==> src/rtl/hazard_sequencer_if.sv <==
// Signal bundle between the decode/execute datapath, the hazard sequencer and the stage controller.
// The master side drives instruction info and reads hazards; the slave side is the sequencer.
interface hazard_sequencer_if #(
  parameter int REG_ADDR_WIDTH = 5,
  parameter int CNT_WIDTH      = 16
);
  logic                      decodeValid;
  logic                      decodeIsBranch;
  logic [REG_ADDR_WIDTH-1:0] decodeRs1;
  logic [REG_ADDR_WIDTH-1:0] decodeRs2;
  logic                      decodeRs1Used;
  logic                      decodeRs2Used;
  logic                      executeValid;
  logic                      executeIsLoad;
  logic [REG_ADDR_WIDTH-1:0] executeRd;
  logic                      branchResolved;
  logic                      branchMispredict;
  logic                      statClear;
  logic                      isDataHazard;
  logic                      isBranchHazard;
  logic                      isBranchHazardDelayed;
  logic                      isMiss;
  logic                      errorTimeout;
  logic [CNT_WIDTH-1:0]      dataHazardCycles;
  logic [CNT_WIDTH-1:0]      branchHazardCycles;
  logic [CNT_WIDTH-1:0]      missCount;

  modport master (
    output decodeValid, decodeIsBranch, decodeRs1, decodeRs2, decodeRs1Used, decodeRs2Used,
    output executeValid, executeIsLoad, executeRd, branchResolved, branchMispredict, statClear,
    input  isDataHazard, isBranchHazard, isBranchHazardDelayed, isMiss, errorTimeout,
    input  dataHazardCycles, branchHazardCycles, missCount
  );

  modport slave (
    input  decodeValid, decodeIsBranch, decodeRs1, decodeRs2, decodeRs1Used, decodeRs2Used,
    input  executeValid, executeIsLoad, executeRd, branchResolved, branchMispredict, statClear,
    output isDataHazard, isBranchHazard, isBranchHazardDelayed, isMiss, errorTimeout,
    output dataHazardCycles, branchHazardCycles, missCount
  );
endinterface

==> src/rtl/hazard_sequencer.sv <==
// Load-use detection, branch resolution wait FSM with timeout, delayed fetch stall and
// saturating hazard statistics for the stage controller.
module hazard_sequencer #(
  parameter int REG_ADDR_WIDTH = 5,
  parameter int TIMEOUT        = 8,
  parameter int CNT_WIDTH      = 16
) (
  input logic               clk,
  input logic               rstn,
  hazard_sequencer_if.slave hz
);

  typedef enum logic [1:0] {
    IDLE        = 2'd0,
    BRANCH_WAIT = 2'd1,
    REDIRECT    = 2'd2
  } state_t;

  localparam int                        WAIT_W    = $clog2(TIMEOUT);
  localparam logic [WAIT_W-1:0]         WAIT_ZERO = WAIT_W'(0);
  localparam logic [WAIT_W-1:0]         WAIT_ONE  = WAIT_W'(1);
  localparam logic [WAIT_W-1:0]         WAIT_LAST = WAIT_W'(TIMEOUT - 1);
  localparam logic [REG_ADDR_WIDTH-1:0] REG_ZERO  = REG_ADDR_WIDTH'(0);
  localparam logic [CNT_WIDTH-1:0]      CNT_ZERO  = CNT_WIDTH'(0);
  localparam logic [CNT_WIDTH-1:0]      CNT_ONE   = CNT_WIDTH'(1);
  localparam logic [CNT_WIDTH-1:0]      CNT_MAX   = {CNT_WIDTH{1'b1}};

  function automatic logic [CNT_WIDTH-1:0] sat_inc(input logic [CNT_WIDTH-1:0] value,
                                                   input logic event_hit);
    if (event_hit && (value != CNT_MAX)) begin
      sat_inc = value + CNT_ONE;
    end else begin
      sat_inc = value;
    end
  endfunction

  state_t              state_r, state_nxt_s;
  logic [WAIT_W-1:0]   wait_cnt_r, wait_cnt_nxt_s;
  logic                load_use_s, data_hazard_s, branch_hazard_s, miss_s, timeout_s;
  logic                delayed_r, error_r;
  logic [CNT_WIDTH-1:0] data_cnt_r, branch_cnt_r, miss_cnt_r;

  // Load-use hit against the load currently in execute; x0 never creates a dependency.
  always_comb begin
    load_use_s = hz.decodeValid & hz.executeValid & hz.executeIsLoad &
                 (hz.executeRd != REG_ZERO) &
                 ((hz.decodeRs1Used & (hz.decodeRs1 == hz.executeRd)) |
                  (hz.decodeRs2Used & (hz.decodeRs2 == hz.executeRd)));
  end

  // Next-state and hazard outputs; priority is miss > data hazard > branch detect.
  always_comb begin
    state_nxt_s     = state_r;
    wait_cnt_nxt_s  = wait_cnt_r;
    data_hazard_s   = load_use_s;
    branch_hazard_s = 1'b0;
    miss_s          = 1'b0;
    timeout_s       = 1'b0;
    case (state_r)
      IDLE: begin
        if (hz.decodeValid && hz.decodeIsBranch && !load_use_s) begin
          branch_hazard_s = 1'b1;
          wait_cnt_nxt_s  = WAIT_ZERO;
          state_nxt_s     = BRANCH_WAIT;
        end else begin
          state_nxt_s = IDLE;
        end
      end
      BRANCH_WAIT: begin
        if (hz.branchResolved) begin
          if (hz.branchMispredict) begin
            miss_s        = 1'b1;
            data_hazard_s = 1'b0;
            state_nxt_s   = REDIRECT;
          end else begin
            state_nxt_s = IDLE;
          end
        end else begin
          branch_hazard_s = 1'b1;
          wait_cnt_nxt_s  = wait_cnt_r + WAIT_ONE;
          if (wait_cnt_r == WAIT_LAST) begin
            timeout_s   = 1'b1;
            state_nxt_s = IDLE;
          end else begin
            state_nxt_s = BRANCH_WAIT;
          end
        end
      end
      REDIRECT: begin
        // Anything in decode now is on the flushed wrong path.
        data_hazard_s = 1'b0;
        state_nxt_s   = IDLE;
      end
      default: begin
        data_hazard_s = 1'b0;
        state_nxt_s   = IDLE;
      end
    endcase
  end

  // FSM state and branch wait counter.
  always_ff @(posedge clk or negedge rstn) begin
    if (!rstn) begin
      state_r    <= IDLE;
      wait_cnt_r <= WAIT_ZERO;
    end else begin
      state_r    <= state_nxt_s;
      wait_cnt_r <= wait_cnt_nxt_s;
    end
  end

  // Virtual-fetch delayed stall and sticky timeout flag.
  always_ff @(posedge clk or negedge rstn) begin
    if (!rstn) begin
      delayed_r <= 1'b0;
      error_r   <= 1'b0;
    end else begin
      delayed_r <= branch_hazard_s & ~miss_s;
      error_r   <= error_r | timeout_s;
    end
  end

  // Saturating statistics; clear wins over a simultaneous event.
  always_ff @(posedge clk or negedge rstn) begin
    if (!rstn) begin
      data_cnt_r   <= CNT_ZERO;
      branch_cnt_r <= CNT_ZERO;
      miss_cnt_r   <= CNT_ZERO;
    end else if (hz.statClear) begin
      data_cnt_r   <= CNT_ZERO;
      branch_cnt_r <= CNT_ZERO;
      miss_cnt_r   <= CNT_ZERO;
    end else begin
      data_cnt_r   <= sat_inc(data_cnt_r, data_hazard_s);
      branch_cnt_r <= sat_inc(branch_cnt_r, branch_hazard_s);
      miss_cnt_r   <= sat_inc(miss_cnt_r, miss_s);
    end
  end

  assign hz.isDataHazard          = data_hazard_s & rstn;
  assign hz.isBranchHazard        = branch_hazard_s & rstn;
  assign hz.isMiss                = miss_s & rstn;
  assign hz.isBranchHazardDelayed = delayed_r;
  assign hz.errorTimeout          = error_r;
  assign hz.dataHazardCycles      = data_cnt_r;
  assign hz.branchHazardCycles    = branch_cnt_r;
  assign hz.missCount             = miss_cnt_r;

endmodule

==> src/flat_wrapper.sv <==
// flat-port wrapper written by rule: the top's interface ports become plain ports
module hazard_sequencer_flat 
#(
  parameter int REG_ADDR_WIDTH = 5,
  parameter int TIMEOUT        = 8,
  parameter int CNT_WIDTH      = 16
)
  (clk, rstn, hz_decodeValid, hz_decodeIsBranch, hz_decodeRs1, hz_decodeRs2, hz_decodeRs1Used, hz_decodeRs2Used, hz_executeValid, hz_executeIsLoad, hz_executeRd, hz_branchResolved, hz_branchMispredict, hz_statClear, hz_isDataHazard, hz_isBranchHazard, hz_isBranchHazardDelayed, hz_isMiss, hz_errorTimeout, hz_dataHazardCycles, hz_branchHazardCycles, hz_missCount);
  hazard_sequencer_if #(.REG_ADDR_WIDTH(REG_ADDR_WIDTH), .CNT_WIDTH(CNT_WIDTH)) hz_i ();
  input logic clk;
  input logic rstn;
  input wire logic [$bits(hz_i.decodeValid)-1:0] hz_decodeValid;
  input wire logic [$bits(hz_i.decodeIsBranch)-1:0] hz_decodeIsBranch;
  input wire logic [$bits(hz_i.decodeRs1)-1:0] hz_decodeRs1;
  input wire logic [$bits(hz_i.decodeRs2)-1:0] hz_decodeRs2;
  input wire logic [$bits(hz_i.decodeRs1Used)-1:0] hz_decodeRs1Used;
  input wire logic [$bits(hz_i.decodeRs2Used)-1:0] hz_decodeRs2Used;
  input wire logic [$bits(hz_i.executeValid)-1:0] hz_executeValid;
  input wire logic [$bits(hz_i.executeIsLoad)-1:0] hz_executeIsLoad;
  input wire logic [$bits(hz_i.executeRd)-1:0] hz_executeRd;
  input wire logic [$bits(hz_i.branchResolved)-1:0] hz_branchResolved;
  input wire logic [$bits(hz_i.branchMispredict)-1:0] hz_branchMispredict;
  input wire logic [$bits(hz_i.statClear)-1:0] hz_statClear;
  output wire logic [$bits(hz_i.isDataHazard)-1:0] hz_isDataHazard;
  output wire logic [$bits(hz_i.isBranchHazard)-1:0] hz_isBranchHazard;
  output wire logic [$bits(hz_i.isBranchHazardDelayed)-1:0] hz_isBranchHazardDelayed;
  output wire logic [$bits(hz_i.isMiss)-1:0] hz_isMiss;
  output wire logic [$bits(hz_i.errorTimeout)-1:0] hz_errorTimeout;
  output wire logic [$bits(hz_i.dataHazardCycles)-1:0] hz_dataHazardCycles;
  output wire logic [$bits(hz_i.branchHazardCycles)-1:0] hz_branchHazardCycles;
  output wire logic [$bits(hz_i.missCount)-1:0] hz_missCount;
  assign hz_i.decodeValid = hz_decodeValid;
  assign hz_i.decodeIsBranch = hz_decodeIsBranch;
  assign hz_i.decodeRs1 = hz_decodeRs1;
  assign hz_i.decodeRs2 = hz_decodeRs2;
  assign hz_i.decodeRs1Used = hz_decodeRs1Used;
  assign hz_i.decodeRs2Used = hz_decodeRs2Used;
  assign hz_i.executeValid = hz_executeValid;
  assign hz_i.executeIsLoad = hz_executeIsLoad;
  assign hz_i.executeRd = hz_executeRd;
  assign hz_i.branchResolved = hz_branchResolved;
  assign hz_i.branchMispredict = hz_branchMispredict;
  assign hz_i.statClear = hz_statClear;
  assign hz_isDataHazard = hz_i.isDataHazard;
  assign hz_isBranchHazard = hz_i.isBranchHazard;
  assign hz_isBranchHazardDelayed = hz_i.isBranchHazardDelayed;
  assign hz_isMiss = hz_i.isMiss;
  assign hz_errorTimeout = hz_i.errorTimeout;
  assign hz_dataHazardCycles = hz_i.dataHazardCycles;
  assign hz_branchHazardCycles = hz_i.branchHazardCycles;
  assign hz_missCount = hz_i.missCount;
  hazard_sequencer #(.REG_ADDR_WIDTH(REG_ADDR_WIDTH), .TIMEOUT(TIMEOUT), .CNT_WIDTH(CNT_WIDTH)) u_core (.clk(clk), .rstn(rstn), .hz(hz_i));
endmodule
==> config.mk <==
export PLATFORM = sky130hd
export DESIGN_NAME = hazard_sequencer_flat
export DESIGN_NICKNAME = d
export VERILOG_FILES = /design/src/rtl/hazard_sequencer_if.sv /design/src/rtl/hazard_sequencer.sv /design/src/flat_wrapper.sv
export SDC_FILE = /design/constraint.sdc
export NUM_CORES = 1
export LEC_CHECK = 0
export BUFFER_PORTS_ARGS = -buffer_cell sky130_fd_sc_hd__buf_2
export CAP_MARGIN = 30
export CORE_ASPECT_RATIO = 0.5
export CORE_UTILIZATION = 48
export CTS_CLUSTER_DIAMETER = 150
export DETAILED_ROUTE_END_ITERATION = 10
export HOLD_SLACK_MARGIN = 0.06
export PLACE_DENSITY = 0.85
export SLEW_MARGIN = 20
export SYNTH_ARGS = -nofsm -noshare
export SYNTH_HDL_FRONTEND = slang
export SYNTH_SLANG_ARGS = --single-unit
==> constraint.sdc <==
create_clock -name clk -period 1.75 [get_ports clk]
set_input_delay 0.2625 -clock clk [delete_from_list [all_inputs] [get_ports clk]]
set_output_delay 0.2625 -clock clk [all_outputs]
set_load 0.01 [all_outputs]
==> reports/qor.txt, run 1 <==
DRC: 0
Comb power frac: 16.8%
Initial antenna violation count: 0
Fin crit share: 117.7%
Hold WC Path Type: reg -> reg
Post-Route WL: 12.23 mm
Crit end category: register
Clk_lat worst skew: 0.30 ns
Register area share after synthesis: 45.59%
Switching power: 0.7560 mW
CTS H-Tree Depth: 2
Synthesis-to-finish area growth: 56.90%
Largest stage delay, worst path: 0.48 ns
Final Max Tran Viols: 0
CTS Buffer Depth: 2
Area of the die: 6630 um2
HPWL after DPL: 5.866 mm
Most common cell after layout, fill and taps aside: buf_4
Total congestion overflow: 0
Post-synthesis average cell area: 9.524 um2
Layout Cells excl Fill: 570
Number of flops mapped to enable cells by yosys: 0
CORE AREA: 5777 um2
CTS Buf Count: 5
Worst slew pin tran: 0.7310 ns
Synth Flop Type: dfrtp_1
Total number of vias: 3624
# fillers: 296
Cell area power density: 600.2 nW/um2
Starting Density: 52.26%
GPL Wtd Cong: 0.7909
Register Area: 1383 um2
Power Total: 2.843 mW
Register bit count reported by yosys: 55
Commonest cells after routing, fill and taps aside: buf_4 (81), buf_2 (68), dfrtp_1 (50)
Count of final setup violators: 43
Cells after Synth: 317
Synth async-reset ratio: 100.0%
Row count: 19
R2R Setup Slk: -0.31 ns
Root Buffer: clkbuf_16
Critical path arrival: 2.28 ns
Sequential Power Share: 46.3%
TritonRoute pass-1 iters: 5
Initial DRC count: 406
Cell variety after synth: 47
VDD IR max: 0.0003642 V
CP max stage cell: dfrtp_2
Max-cap check violation count: 0
Global Route Usage Sum: 30.71%
PortBufs: 78
Fmax achieved: 485.3 MHz
Layout cell share with drive strength beyond 1: 51.23%
DIE HEIGHT: 58.08 um
Ports: 79
RSZ-0062 raised after global routing: yes
Status: finished, violations left
Synth Cell Area: 3019 um2
Crit-path cells: and4bb_2, nor2_2, a21oi_2, buf_4, o2111ai_4, or4_1, a21oi_1
Final Hold Viols: 0
NumNets Final: 516
Area of the multi-input gates: 1899 um2
Leak Pwr: 2.329 nW
Max_slew headroom: 51.27%
Sw Ratio: 26.59%
Post-route antenna net violation count: 0
Worst slack, placed: -0.2370 ns
Internal: 2.087 mW
Placed cell count: 536
Antenna diodes: 0
Via density: 6.358
Largest net degree at the start of global routing: 40
Vias in the first global route: 3211
Global-route wire length before repair: 15.46 mm
Final Skew: 0.008291 ns
Die X: 114.2 um
Crit Path Category: reg -> reg
Element type at the critical path start: register
Power share of the clock group: 36.9%
Post-synthesis net count: 348
Failing checks: setup timing
Synth Warn #: 0
Final min period: 2.060 ns
Worst EP required: 1.97 ns
CP Max Fanout: 7
Clk sinks: 55
Clk slew on worst S/H paths: 0.07 ns
Final WS setup: -0.3105 ns
WL/cell: 21.46 um
TritonCTS clock tree: done
-- worst paths after layout --
check,end,from,cells after the start
worst max-delay path,u_core.hz.branchHazardCycles[14]$_DFFE_PN0P_,u_core.state_r[1]$_DFF_PN0_,7
worst min-delay path,u_core.hz.errorTimeout$_DFF_PN0_,u_core.hz.errorTimeout$_DFF_PN0_,1
worst max register to register,u_core.hz.branchHazardCycles[14]$_DFFE_PN0P_,u_core.state_r[1]$_DFF_PN0_,7
worst min register to register,u_core.hz.errorTimeout$_DFF_PN0_,u_core.hz.errorTimeout$_DFF_PN0_,1
max in group asynchronous,u_core.hz.dataHazardCycles[7]$_DFFE_PN0P_,rstn,3
min in group asynchronous,u_core.hz.dataHazardCycles[3]$_DFFE_PN0P_,rstn,3
-- synthesized netlist by cell type, types with 2 or more instances --
cell	number	area share, %
dfrtp_1	55	46
nand2_1	30	3.7
nor2_1	30	3.7
a21oi_1	18	3.0
o21ai_0	18	3.0
nand3_1	17	2.8
xor2_1	17	4.9
xnor2_1	14	4.1
nand4_1	13	2.7
or4_1	12	3.0
or3_1	11	2.3
nor2b_1	8	1.7
clkbuf_1	7	0.87
and3_1	6	1.2
o31ai_1	6	1.5
and2_1	5	1.0
and4_1	5	1.5
ha_1	5	2.1
inv_1	5	0.62
mux2i_1	3	0.99
nand4b_1	3	0.87
a21oi_2	2	0.58
buf_2	2	0.33
nor3_1	2	0.33
-- metrics by stage --
step	area, um2	hold slack (ns)	utilization (%)	TNS (ns)
after global routing	4737	0.4537	82.00	-8.497
after global placement	3990	0.3361	69.07	-2.619
after CTS	4370	0.4084	75.66	-1.212
after detailed placement	3990	0.3309	69.07	-4.252
after floorplan	3039	-0.03309	-	-0.04773
final	4737	0.4635	82.00	-6.371
-- power by group through the flow --
stage          clock network, mW  logic [mW]  registers [mW]
4_1_cts                     1.03       0.371            1.31
3_3_place_gp                   0       0.285            1.33
2_1_floorplan                  0       0.130            1.34
3_5_place_dp                   0       0.293            1.33
5_1_grt                     1.10       0.494            1.32
6_report                    1.05       0.477            1.32
-- worst max-delay path: cells and delay by family (launching register included) --
kind	cells	cell delay, ns
buffers and inverters	1	0.15
AOI/OAI and AO/OA	3	0.48
and+or+nand+nor	3	0.86
DFF	1	0.48
-- state kept, by name (all words and copies together) (netlist names) --
| name | cells |
|---|---|
| u_core.hz.branchHazardCycles | 16 |
| u_core.hz.errorTimeout | 1 |
| u_core.hz.isBranchHazardDelayed | 1 |
| u_core.wait_cnt_r | 3 |
| u_core.state_r | 2 |
| u_core.hz.dataHazardCycles | 16 |
| u_core.hz.missCount | 16 |
-- timing repair --
| item | CTS | global route |
|---|---|---|
| setup endpoints to repair | 28 | 45 |
| cloned | 1 | 0 |
| hold buffers | 1 | 0 |
| pin swaps | 23 | 34 |
| setup buffers | 13 | 15 |
| endpoints found under the hold margin | 10 | 0 |
| gates resized for setup | 23 | 72 |
-- cells by family after synthesis --
group                      synth area share, %
and+or+nand+nor                          28.14
AOI/OAI and AO/OA                        11.65
DFF                                      45.59
xor gates and xnor gates                 8.993
buffers and inverters                    2.197
adders and majority gates                2.072
muxes                                    1.368
-- layer usage --
layer	wire length [um]	up-vias	track usage (%)
met1	4493	1754	34.97
met4	856	0	19.11
li1	-	1482	-
met3	1083	102	6.485
met2	5799	286	54.29
met5	0	-	0
-- cell type report --
cell class                      instances  area share (%)
Tap cell                               84           2.219
Clock buffer                            7           3.011
Sequential cell                        55           29.19
Timing Repair Buffer                  170           24.99
Inverter                                5          0.3962
Clock inverter                          1          0.1057
Multi-Input combinational cell        248           40.10
No activity file was read; power rests on OpenSTA's default activity.
==> run 2, diff against run 1 <==
--- a/config.mk
+++ b/config.mk
@@ -10,9 +10,11 @@
 export CORE_ASPECT_RATIO = 0.5
 export CORE_UTILIZATION = 48
 export CTS_CLUSTER_DIAMETER = 150
+export CTS_CLUSTER_SIZE = 14
 export DETAILED_ROUTE_END_ITERATION = 10
 export HOLD_SLACK_MARGIN = 0.06
 export PLACE_DENSITY = 0.85
+export SETUP_SLACK_MARGIN = 0.1
 export SLEW_MARGIN = 20
 export SYNTH_ARGS = -nofsm -noshare
 export SYNTH_HDL_FRONTEND = slang
==> run 2 against run 1 <==
Against the previous run: the flow still finishes with violations (setup timing); core utilization rose by 0.19 points; worst hold slack worse by 0.0081 ns; non-clock buffer count decreased by 12; sequential share of layout area is essentially flat; critical path type is now reg -> out; critical endpoint is now hz_isBranchHazard; highest routed layer unchanged.
==> reports/qor.txt, run 2 (same netlist as run 1, synthesis figures left out) <==
Status: finished, violations left (unchanged)
Failing checks: setup timing (unchanged)
Root Buffer: clkbuf_16 (unchanged)
TritonCTS clock tree: done (unchanged)
Final core utilization: 82.20% (was 82.00%)
NumNets Final: 504 (was 516)
Commonest cells after routing, fill and taps aside: buf_2 (69), buf_4 (60), dfrtp_1 (49) (was buf_4 (81), buf_2 (68), dfrtp_1 (50))
Area of the die: 6630 um2 (unchanged)
Layout cell share with drive strength beyond 1: 49.58% (was 51.23%)
Total congestion overflow: 0 (unchanged)
Leak Pwr: 2.247 nW (was 2.329 nW)
Post-Route WL: 11.34 mm (was 12.23 mm)
Largest net degree at the start of global routing: 32 (was 40)
CP bufs+invs: 1 (unchanged)
Synthesis-to-finish area growth: 57.27% (was 56.90%)
Final Max Tran Viols: 0 (unchanged)
Max_slew headroom: 60.08% (was 51.27%)
Row count: 19 (unchanged)
Power Total: 2.880 mW (was 2.843 mW)
DIE HEIGHT: 58.08 um (unchanged)
DP Area: 3964 um2 (was 3990 um2)
TritonRoute pass-1 iters: 5 (unchanged)
Worst slack, placed: -0.2170 ns (was -0.2370 ns)
DRC: 0 (unchanged)
Max-cap check violation count: 0 (unchanged)
HPWL after DPL: 5.607 mm (was 5.866 mm)
CORE AREA: 5777 um2 (unchanged)
Die X: 114.2 um (unchanged)
Crit-path cells: and4bb_2, nor2_4, o21bai_4, nor2b_1, buf_2 (was and4bb_2, nor2_2, a21oi_2, buf_4, o2111ai_4, or4_1, a21oi_1)
Starting Density: 52.26% (unchanged)
Global Route Usage Sum: 31.65% (was 30.71%)
WL/cell: 20.32 um (was 21.46 um)
Largest stage delay, worst path: 0.46 ns (was 0.48 ns)
CTS Buf Count: 5 (unchanged)
CTS H-Tree Depth: 2 (unchanged)
Post-route antenna net violation count: 0 (unchanged)
Total number of vias: 3359 (was 3624)
Critical Path Source: u_core.state_r[1]$_DFF_PN0_ (unchanged)
Final Hold Viols: 0 (unchanged)
VDD IR max: 0.0004360 V (was 0.0003642 V)
Global-route wire length before repair: 15.73 mm (was 15.46 mm)
Final min period: 2.051 ns (was 2.060 ns)
Cell area power density: 606.4 nW/um2 (was 600.2 nW/um2)
Clk slew on worst S/H paths: 0.07 ns (about the same)
Clk_lat worst skew: 0.31 ns (was 0.30 ns)
Count of final setup violators: 40 (was 43)
Final Skew: 0.008955 ns (was 0.008291 ns)
Element type at the critical path start: register (unchanged)
Most common cell after layout, fill and taps aside: buf_2 (was buf_4)
GPL Wtd Cong: 0.8297 (was 0.7909)
Antenna diodes: 0 (unchanged)
Hold WC Path Type: in -> reg (was reg -> reg)
Crit Path Category: reg -> out (was reg -> reg)
Min-delay src: hz_statClear (was u_core.hz.errorTimeout$_DFF_PN0_)
PortBufs: 78 (unchanged)
Via density: 6.020 (was 6.358)
Worst slew pin tran: 0.5988 ns (was 0.7310 ns)
CP Max Fanout: 6 (was 7)
Critical path arrival: 1.79 ns (was 2.28 ns)
R2R Path Start: u_core.hz.branchHazardCycles[1]$_DFFE_PN0P_ (was u_core.state_r[1]$_DFF_PN0_)
Worst EP required: 1.49 ns (was 1.97 ns)
Clk sinks: 55 (unchanged)
Crit end category: output port (was register)
Fmax achieved: 487.5 MHz (was 485.3 MHz)
CP max stage cell: dfrtp_2 (unchanged)
Ports: 79 (unchanged)
CTS Buffer Depth: 2 (unchanged)
Final WS setup: -0.3015 ns (was -0.3105 ns)
RSZ-0062 raised after global routing: yes (unchanged)
Final Cell Area: 4748 um2 (was 4737 um2)
Crit-path leading delay family: simple AND/OR/NAND/NOR gates (unchanged)
Initial DRC count: 390 (was 406)
Fin crit share: 117.2% (was 117.7%)
Total Neg Setup Slack: -5.147 ns (was -6.371 ns)
Initial antenna violation count: 0 (unchanged)
Vias in the first global route: 3142 (was 3211)
## run 2: worst register-to-register path, stage by stage, from the launching register on
cell and delay [ns]:
dfrtp_2 0.44, ha_4 0.19, nand4_1 0.19, nor3_4 0.08, a21oi_4 0.20, o2111ai_4 0.20, or4_1 0.48, a21oi_2 0.15
## run 2: per-stage QoR
stage	hold slack, ns	std cells
floorplan	-0.03309	317
global placement	0.1530	526
detailed placement	0.1546	526
CTS	0.4189	551
global route	0.4877	558
finish	0.4554	558
## run 2: report_power, final
part | internal [mW] | total, mW | switching (mW)
Combinational | 0.215 | 0.456 | 0.241
Clock | 0.611 | 1.11 | 0.496
Sequential | 1.29 | 1.32 | 0.0248
Total | 2.12 | 2.88 | 0.762
## run 2: final timing paths
path                       cells past startpoint  slack [ns]                                      endpoint
setup / recovery                               5       -0.30                             hz_isBranchHazard
hold / removal                                 2        0.46     u_core.hz.dataHazardCycles[1]$_DFFE_PN0P_
setup reg to reg                               7       -0.25  u_core.hz.branchHazardCycles[14]$_DFFE_PN0P_
hold reg to reg                                1        0.46              u_core.hz.errorTimeout$_DFF_PN0_
max in group asynchronous                      3        0.44   u_core.hz.branchHazardCycles[7]$_DFFE_PN0P_
min in group asynchronous                      3        0.55            u_core.hz.missCount[2]$_DFFE_PN0P_
## run 2: area by class of cell
type                       instances  area (um2)
clock buffer                       7       152.6
clock inverter                     1       7.507
fill                             316        1028
inverter                           5       18.77
multi-input combinational        248        1952
sequential                        55        1384
tap                               84       105.1
timing repair buffer             158        1129
## run 2: what timing repair did
| action | in CTS | in global routing |
|---|---|---|
| resized for setup | 44 | 56 |
| endpoints found under the setup margin | 43 | 51 |
| hold buffers | 2 | 0 |
| pin swaps | 24 | 26 |
| hold endpoints to repair | 6 | 0 |
| gates cloned | 1 | 0 |
| buffers inserted | 14 | 8 |
## run 2: layer usage
layer / track usage, % / wire length (um)
met1: 38.30 / 4447
met5: 0 / 0
met2: 55.84 / 5472
met4: 14.66 / 571
met3: 6.172 / 844
==> run 3, diff against run 2 <==
--- a/config.mk
+++ b/config.mk
@@ -7,8 +7,10 @@
 export LEC_CHECK = 0
 export BUFFER_PORTS_ARGS = -buffer_cell sky130_fd_sc_hd__buf_2
 export CAP_MARGIN = 30
+export CELL_PAD_IN_SITES_DETAIL_PLACEMENT = 0
+export CELL_PAD_IN_SITES_GLOBAL_PLACEMENT = 2
 export CORE_ASPECT_RATIO = 0.5
-export CORE_UTILIZATION = 48
+export CORE_UTILIZATION = 29
 export CTS_CLUSTER_DIAMETER = 150
 export CTS_CLUSTER_SIZE = 14
 export DETAILED_ROUTE_END_ITERATION = 10
==> run 3 against run 2 <==
Against the previous run: the flow still finishes with violations (setup timing); total power is 2.5% lower; clock power shrank 6%; maximum frequency up 9.2%; via count down 10%; die area grew 64%; global-route usage is 15 points lower; critical endpoint unchanged; largest power group unchanged; highest routed layer unchanged.
==> reports/qor.txt, run 3 (same netlist as run 1, synthesis figures left out) <==
Total number of vias: 3013 (was 3359)
Clk sinks: 55 (unchanged)
Largest stage delay, worst path: 0.44 ns (was 0.46 ns)
Post-route antenna net violation count: 0 (unchanged)
Ports: 79 (unchanged)
Clk_lat worst skew: 0.31 ns (about the same)
Vias in the first global route: 2830 (was 3142)
Starting Density: 30.94% (was 52.26%)
Status: finished, violations left (unchanged)
DIE HEIGHT: 74.15 um (was 58.08 um)
TritonRoute pass-1 iters: 4 (was 5)
Hold path endpoint: u_core.state_r[1]$_DFF_PN0_ (was u_core.hz.dataHazardCycles[1]$_DFFE_PN0P_)
Layout cell share with drive strength beyond 1: 52.06% (was 49.58%)
Root Buffer: clkbuf_16 (unchanged)
Crit end category: output port (unchanged)
CTS Buf Count: 5 (unchanged)
Hold Worst Slack: 0.4186 ns (was 0.4554 ns)
Clk slew on worst S/H paths: 0.07 ns (about the same)
Largest net degree at the start of global routing: 28 (was 32)
Initial DRC count: 140 (was 390)
Commonest cells after routing, fill and taps aside: buf_2 (74), buf_4 (74), dfrtp_1 (50) (was buf_2 (69), buf_4 (60), dfrtp_1 (49))
Global-route wire length before repair: 13.96 mm (was 15.73 mm)
Total congestion overflow: 0 (unchanged)
Reg-to-reg critical path endpoint: u_core.hz.branchHazardCycles[14]$_DFFE_PN0P_ (unchanged)
Area of the die: 10850 um2 (was 6630 um2)
DRC: 0 (unchanged)
CP max stage cell: dfrtp_2 (unchanged)
Element type at the critical path start: register (unchanged)
Min-delay src: hz_branchMispredict (was hz_statClear)
Count of final setup violators: 23 (was 40)
Hold WC Path Type: in -> reg (unchanged)
Fin crit share: 107.4% (was 117.2%)
Global Route Usage Sum: 16.39% (was 31.65%)
Antenna diodes: 0 (unchanged)
R2R Path Start: u_core.state_r[1]$_DFF_PN0_ (was u_core.hz.branchHazardCycles[1]$_DFFE_PN0P_)
Final Skew: 0.005301 ns (was 0.008955 ns)
Worst slack, placed: -0.2534 ns (was -0.2170 ns)
Fmax achieved: 532.2 MHz (was 487.5 MHz)
CTS Buffer Depth: 2 (unchanged)
Worst EP required: 1.49 ns (about the same)
Crit Path Category: reg -> out (unchanged)
Row count: 25 (was 19)
Cell area power density: 572.8 nW/um2 (was 606.4 nW/um2)
CORE AREA: 9759 um2 (was 5777 um2)
Final core utilization: 50.22% (was 82.20%)
Post-Route WL: 9.059 mm (was 11.34 mm)
CTS H-Tree Depth: 2 (unchanged)
Synthesis-to-finish area growth: 62.33% (was 57.27%)
Final Hold Viols: 0 (unchanged)
Critical path arrival: 1.62 ns (was 1.79 ns)
Power Total: 2.807 mW (was 2.880 mW)
Final min period: 1.879 ns (was 2.051 ns)
Final WS setup: -0.1291 ns (was -0.3015 ns)
Failing checks: setup timing (unchanged)
WL/cell: 14.59 um (was 20.32 um)
Total Neg Setup Slack: -1.236 ns (was -5.147 ns)
RSZ-0062 raised after global routing: yes (unchanged)
TritonCTS clock tree: done (unchanged)
CP Max Fanout: 5 (was 6)
Leak Pwr: 2.308 nW (was 2.247 nW)
Max-cap check violation count: 0 (unchanged)
VDD IR max: 0.0003966 V (was 0.0004360 V)
R2R Setup Slk: -0.11 ns (was -0.25 ns)
HPWL after DPL: 5.862 mm (was 5.607 mm)
GPL Wtd Cong: 0.7562 (was 0.8297)
Via density: 4.852 (was 6.020)
Hold depth: 2 (unchanged)
Worst slew pin tran: 0.5597 ns (was 0.5988 ns)
Max_slew headroom: 62.69% (was 60.08%)
Final Max Tran Viols: 0 (unchanged)
Worst-case reg-to-reg path depth: 7 (unchanged)
Die X: 146.3 um (was 114.2 um)
Initial antenna violation count: 0 (unchanged)
Crit-path cells: and4bb_2, nor2_4, o21bai_4, nor2b_1, buf_2 (unchanged)
NumNets Final: 516 (was 504)
PortBufs: 78 (unchanged)
## run 3: cell types whose count changed in the layout (fill, tap and decap cells not counted), moves of 3 or more
cell	previous run	this run
nand2_2	4	1
buf_2	69	74
buf_6	26	17
a21oi_2	9	14
buf_4	60	74
a21oi_1	9	5
## run 3: area by class of cell
| cell class | instances | area (um2) |
|---|---|---|
| Timing Repair Buffer | 168 | 1157 |
| Fill cell | 931 | 4858 |
| Clock inverter | 3 | 25.02 |
| Tap cell | 135 | 168.9 |
| Clock buffer | 5 | 125.1 |
| Inverter | 5 | 18.77 |
| Multi-Input combinational cell | 250 | 2023 |
| Sequential cell | 55 | 1383 |
## run 3: per-layer routing
metal / wire, um / up-vias / global-route usage (%)
met4: 112 / 0 / 4.977
li1: - / 1499 / -
met5: 0 / - / 0
met1: 4234 / 1469 / 21.22
met2: 4512 / 35 / 28.57
met3: 199 / 10 / 2.945
## run 3: critical path, delay by kind of cell (launching register included)
family,cells,cell delay [ns]
AOI/OAI and AO/OA,1,0.21
DFF,1,0.44
buffers and inverters,1,0.14
and+or+nand+nor,3,0.53
## run 3: what timing repair did
| item | CTS | global route |
|---|---|---|
| pin swaps | 24 | 28 |
| buffers inserted | 16 | 10 |
| hold buffers | 2 | 0 |
| endpoints found under the hold margin | 6 | 0 |
| resized for setup | 29 | 68 |
| gates cloned | 3 | 0 |
| setup endpoints to repair | 44 | 53 |
## run 3: worst max path at each step
stage	from	end	slack (ns)	cells after the start
6_report	u_core.state_r[1]$_DFF_PN0_	hz_isBranchHazard	-0.13	5
5_1_grt	u_core.state_r[1]$_DFF_PN0_	u_core.hz.branchHazardCycles[14]$_DFFE_PN0P_	-0.20	7
4_1_cts	u_core.state_r[1]$_DFF_PN0_	hz_isBranchHazard	-0.11	5
3_5_place_dp	hz_executeRd[4]	u_core.hz.dataHazardCycles[14]$_DFFE_PN0P_	-0.25	8
3_3_place_gp	hz_executeRd[4]	u_core.hz.dataHazardCycles[14]$_DFFE_PN0P_	-0.20	8
2_1_floorplan	u_core.hz.branchHazardCycles[0]$_DFFE_PN0P_	u_core.hz.branchHazardCycles[15]$_DFFE_PN0P_	0.03	6
## run 3: through the flow
step / cells / instance area (um2)
2_1_floorplan: 317 / 3090
3_3_place_gp: 584 / 4080
3_5_place_dp: 584 / 4080
4_1_cts: 613 / 4547
5_1_grt: 621 / 4901
6_report: 621 / 4901
## run 3: power by group
part	switching (mW)	leakage (nW)	total (mW)	internal, mW
clock	0.504	0.0700	1.04	0.537
combinational	0.227	1.48	0.456	0.229
sequential	0.0194	0.756	1.31	1.29
total	0.750	2.31	2.81	2.06
